[config.mk]
export PLATFORM = sky130hd
export DESIGN_NAME = b13_serial_rx
export DESIGN_NICKNAME = d
export VERILOG_FILES = /design/src/rtl/b13_serial_rx.sv
export SDC_FILE = /design/constraint.sdc
export NUM_CORES = 1
export LEC_CHECK = 0
export BUFFER_PORTS_ARGS = -buffer_cell sky130_fd_sc_hd__buf_2
export CORE_MARGIN = 5
export CORE_UTILIZATION = 55
export DETAILED_ROUTE_END_ITERATION = 12
export MAX_ROUTING_LAYER = met4
export PLACE_DENSITY = 0.78
export SLEW_MARGIN = 20
export SYNTH_ARGS = -nofsm -noshare
export SYNTH_HDL_FRONTEND = slang
export SYNTH_SLANG_ARGS = --single-unit
[constraint.sdc]
create_clock -name clock -period 2.5 [get_ports clock]
set_input_delay 0.5 -clock clock [delete_from_list [all_inputs] [get_ports clock]]
set_output_delay 0.5 -clock clock [all_outputs]
set_load 0.01 [all_outputs]
[src/rtl/b13_serial_rx.sv]
// rtl/b13_serial_rx.sv - strobe-timed serial frame receiver with one-entry holding buffer
module b13_serial_rx #(
  parameter int BIT_PERIOD = 106,
  parameter int CNT_W      = 8
) (
  input  logic       clock,
  input  logic       reset_n,
  input  logic       rx_in,
  output logic       dsr,
  output logic [7:0] rx_data,
  output logic       rx_valid,
  input  logic       rd_ack,
  output logic       rx_busy,
  output logic       frame_error,
  output logic       overrun,
  input  logic       err_clr
);

  typedef enum logic [1:0] {
    IDLE = 2'd0,
    DATA = 2'd1,
    STOP = 2'd2
  } state_t;

  localparam logic [CNT_W-1:0] CNT_LAST = CNT_W'(BIT_PERIOD - 1);

  state_t           r_state;
  state_t           w_state_next;
  logic [CNT_W-1:0] r_cnt;
  logic [2:0]       r_bit_idx;
  logic [7:0]       r_shift;
  logic [7:0]       r_rx_data;
  logic             r_rx_valid;
  logic             r_frame_error;
  logic             r_overrun;

  logic             w_cnt_done;
  logic             w_stop_edge;
  logic             w_good_stop;
  logic             w_bad_stop;
  logic             w_deliver;
  logic             w_drop;

  // State register; a start strobe is simply a 0 seen while idle.
  always_ff @(posedge clock) begin
    if (!reset_n) begin
      r_state <= IDLE;
    end else begin
      r_state <= w_state_next;
    end
  end

  // Next-state and sample-edge decode; every sample lands on the last count of a bit period.
  always_comb begin
    w_state_next = r_state;
    w_cnt_done   = (r_cnt == CNT_LAST);
    w_stop_edge  = 1'b0;
    case (r_state)
      IDLE: begin
        if (!rx_in) w_state_next = DATA;
      end
      DATA: begin
        if (w_cnt_done && (r_bit_idx == 3'd7)) w_state_next = STOP;
      end
      STOP: begin
        w_stop_edge = w_cnt_done;
        if (w_cnt_done) w_state_next = IDLE;
      end
      default: w_state_next = IDLE;
    endcase
    w_good_stop = w_stop_edge & rx_in;
    w_bad_stop  = w_stop_edge & ~rx_in;
    // A pop on the same edge frees the buffer for the incoming byte.
    w_deliver   = w_good_stop & (~r_rx_valid | rd_ack);
    w_drop      = w_good_stop & r_rx_valid & ~rd_ack;
  end

  // Bit timing and byte assembly; the counter restarts at every sample so it never wraps.
  always_ff @(posedge clock) begin
    if (!reset_n) begin
      r_cnt     <= '0;
      r_bit_idx <= 3'd0;
      r_shift   <= 8'h00;
    end else if (r_state == IDLE) begin
      r_cnt     <= '0;
      r_bit_idx <= 3'd0;
    end else if (w_cnt_done) begin
      r_cnt <= '0;
      if (r_state == DATA) begin
        r_shift   <= {r_shift[6:0], rx_in};
        r_bit_idx <= r_bit_idx + 3'd1;
      end
    end else begin
      r_cnt <= r_cnt + 1'b1;
    end
  end

  // Holding buffer and sticky error flags; a new error beats a simultaneous clear.
  always_ff @(posedge clock) begin
    if (!reset_n) begin
      r_rx_data     <= 8'h00;
      r_rx_valid    <= 1'b0;
      r_frame_error <= 1'b0;
      r_overrun     <= 1'b0;
    end else begin
      if (w_deliver) begin
        r_rx_data  <= r_shift;
        r_rx_valid <= 1'b1;
      end else if (rd_ack && r_rx_valid) begin
        r_rx_valid <= 1'b0;
      end
      if (w_bad_stop)   r_frame_error <= 1'b1;
      else if (err_clr) r_frame_error <= 1'b0;
      if (w_drop)       r_overrun <= 1'b1;
      else if (err_clr) r_overrun <= 1'b0;
    end
  end

  assign rx_data     = r_rx_data;
  assign rx_valid    = r_rx_valid;
  assign dsr         = ~r_rx_valid;
  assign rx_busy     = (r_state != IDLE);
  assign frame_error = r_frame_error;
  assign overrun     = r_overrun;

endmodule

==> out/summary.log <==
[run_status] run status completed
[synthesis] cell area after synthesis 0.00131 mm²
[synthesis] synthesized instance count 133
[global_route] wire length of the first global-routing pass 4190 µm
[synthesis] most area-consuming cells after synthesis dfxtp_1 (49%), mux2i_1 (14%), nand2_1 (7.1%)
[sta] post-route fraction of the period consumed by the critical path 0.774
[detailed_routing] final WL 2470 µm
[worst_hold_path] Worst Hold Path Cells 2
[critical_path] number of buffers and inverters on the critical path 0
[critical_path] endpoint kind of the worst setup timing path flop
[die] Initial Util 0.582
[critical_path] capture instance of the worst register-to-register path rx_data[6]
[place] routability congestion estimate from global placement 0.864
[worst_hold_path] endpoint with the worst hold slack rx_data[4]
[die] Placeable Area 0.00225 mm²
[clock_tree] total CTS buffers 5
[sta] maximum clock rate 517 MHz
[critical_path] launch point of the worst reg-to-reg path r_cnt[0]
[clock_tree] clock tree root driver cell clkbuf_4
[cells_and_area] fraction of layout instances using a drive strength above 1 0.187
[cells_and_area] most common cell after layout, fill and taps aside dfxtp_1
[sta] total count of max-transition violations in the final report 0
[global_route] number of global-route vias before repair 980
[synthesis] number of synthesized register bits 32
[detailed_routing] Residual DRC 0
[global_route] overflow left after global routing 0
[sta] total count of hold-check failures in the final report 0
[clock_tree] maximum clock insertion buffer count 2
[detailed_routing] Routed wire per std cell 13.5 µm
[detailed_routing] Via-to-Cell Ratio 5.54
[critical_path] number of cells on the worst reg-to-reg path 4
[cells_and_area] commonest non-fill, non-tap cells in the layout dfxtp_1 (32), nand2_1 (25), mux2i_1 (19)
[worst_hold_path] worst min-delay path startpoint rx_data[4]
[cells_and_area] relative area change from synthesis to final layout 13.1%
[cells_and_area] fill cell total of the finished layout 195
[global_route] largest net degree at the start of global routing 25
[global_route] overall fraction of global-route tracks in use 0.166
[synthesis] average instance area after synthesis 9.87 µm²
[sta] actual transition at the worst max-transition pin 0.733 ns
[sta] final setup violating endpoints 0
[cells_and_area] Antenna Cells 0
[die] Boundary Pins 18
[power_and_ir_drop] worst ir drop on vdd 0.000510 V
[detailed_routing] final antenna-violating net count 0
[clock_tree] Post-CTS Setup Bufs 0
[clock_tree] depth of the CTS H-tree 2
[place] area after detailed placement 0.00142 mm²
[critical_path] worst reg2reg setup slack 0.56 ns
[clock_tree] clock transition at the registers of the reported paths 0.09 ns
[global_route] number of antenna violations at the first check in global routing 0
[critical_path] critical path start-end classification reg2reg
[cells_and_area] final design area excluding fillers 0.00148 mm²
[synthesis] largest area contributor in the synthesized netlist dfxtp_1
[run] number of violations of the max-capacitance limit 0
[critical_path] required time worst endpoint 2.74 ns
[critical_path] critical path, cell by cell ha_1 -> nand4_1 -> nor4_4 -> mux2i_1
[synthesis] Synth top area share 0.488
[critical_path] startpoint type of the worst setup path flop
[critical_path] critical path data arrival time 2.17 ns
[cells_and_area] layout net count 163
[synthesis] Synth Net Count 142
[critical_path] gate family responsible for the most delay along the worst path simple AND/OR/NAND/NOR gates
[sta] worst-case headroom to the max-slew limit 0.508
[synthesis] fraction of the yosys area taken by sequential cells 0.488
[sta] RSZ-0062 raised after global routing no
[clock_tree] clk_lat worst skew 0.32 ns
[detailed_routing] routed via count 1013
[sta] setup TNS after final layout 0 ns
[cells_and_area] area taken by flip-flops and latches 641 µm²
[clock_tree] # resized after CTS 0
[clock_tree] number of clock sinks 32
[cells_and_area] final core utilization 0.658
[die] chip width 58.9 µm
[detailed_routing] Initial DRT Pass Iterations 5
[critical_path] maximum net fanout on the critical path 8
[synthesis] number of unique standard cell types used by synthesis 33
[place] placed wire-length estimate after detailed placement 1860 µm
[die] number of core rows 17
[synthesis] async set-or-reset flop fraction in the synthesized netlist 0
[power_and_ir_drop] Leak 0.563 nW
[sta] clock period minus final worst setup slack 1.94 ns
[worst_hold_path] kind of path behind the tightest hold check reg2reg
[clock_tree] hold-fix buffers at CTS 0
[synthesis] total of warnings raised by yosys 0
[critical_path] slowest stage cell on the critical path nor4_4
[power_and_ir_drop] power per unit of standard cell area 560 mW/mm²
[critical_path] peak per-stage delay on the critical path 0.74 ns
[sta] clock tree skew after final layout 0.00772 ns
[synthesis] number of synthesized flops with an enable pin 0
[die] Die Height 58.9 µm
[place] Port Buffer Count 17
[clock_tree] clock tree from TritonCTS built
[die] die area 0.00346 mm²
[synthesis] top_reg_cell synth dfxtp_1
[cells_and_area] area taken by multi-input logic gates 647 µm²
[detailed_routing] detailed router's first-iteration violation count 32
-- stage by stage --
step | worst slack (ns) | std cells | total power, mW | hold slack [ns]
2_1_floorplan | 0.793 | 133 | 0.540 | 0.438
3_3_place_gp | 0.676 | 175 | 0.549 | 0.440
3_5_place_dp | 0.562 | 175 | 0.550 | 0.445
4_1_cts | 0.536 | 183 | 0.842 | 0.462
5_1_grt | 0.390 | 183 | 0.871 | 0.476
6_report | 0.564 | 183 | 0.831 | 0.460
-- cells by family after synthesis --
logic type	count (synthesis)	share of synthesized area
buffers and inverters	6	0.0191
DFF	32	0.488
muxes	19	0.145
adders and majority gates	4	0.0381
AOI/OAI and AO/OA	13	0.0639
and+or+nand+nor	56	0.226
xor gates and xnor gates	3	0.0200
-- worst reg2reg max path: stages (launching register included) --
cell and delay, ns:
dfxtp_1 0.41, ha_1 0.19, nand4_1 0.25, nor4_4 0.74
mux2i_1 0.28
-- worst max-delay path by stage --
| stage | start | endpoint | depth (start not counted) |
|---|---|---|---|
| after CTS | r_cnt[0] | rx_data[6] | 4 |
| after detailed placement | r_cnt[0] | rx_data[6] | 4 |
| after floorplan | r_cnt[2] | rx_data[0] | 4 |
| after global routing | r_cnt[2] | r_bit_idx[1] | 4 |
| final | r_cnt[0] | rx_data[6] | 4 |
| after global placement | r_cnt[2] | rx_data[7] | 3 |
-- power by group --
part / internal [mW] / switching (mW)
clock: 0.134 / 0.159
sequential: 0.512 / 0.00319
combinational: 0.00861 / 0.0148
total: 0.654 / 0.177
-- cell type report --
cell class	count	area share
repair buffers	18	0.0624
inverters	2	0.00506
clock buffers	6	0.0346
well taps	28	0.0236
multi-input cells	95	0.436
clock inverters	2	0.00675
flip-flops and latches	32	0.432
-- flip-flops by register name, indices dropped and copies added, names as in the netlist --
signal,flops
r_bit_idx,3
r_cnt,8
rx_data,8
r_state,2
rx_valid,1
r_shift,8
overrun,1
frame_error,1
-- synth_stat cells, types with 2 or more instances --
cell type	number
ha_1	4
inv_1	2
nor2_1	5
o21ai_0	2
nand2b_1	3
and3_1	2
clkbuf_1	2
buf_2	2
nor2b_1	3
xor2_1	2
nand3_1	3
nand2_1	25
a21oi_1	3
or3_1	3
dfxtp_1	32
nand4_1	3
mux2i_1	19
o21a_1	3
-- per-layer routing --
layer,routed length [µm],part of all wire,vias up,global-route usage
li1,-,-,506,-
met1,1050,0.43,479,0.181
met2,1240,0.50,24,0.265
met3,142,0.058,4,0.0482
met4,33,0.013,0,0.0971
met5,0,0,-,-
(Power assumes the default switching activity.)
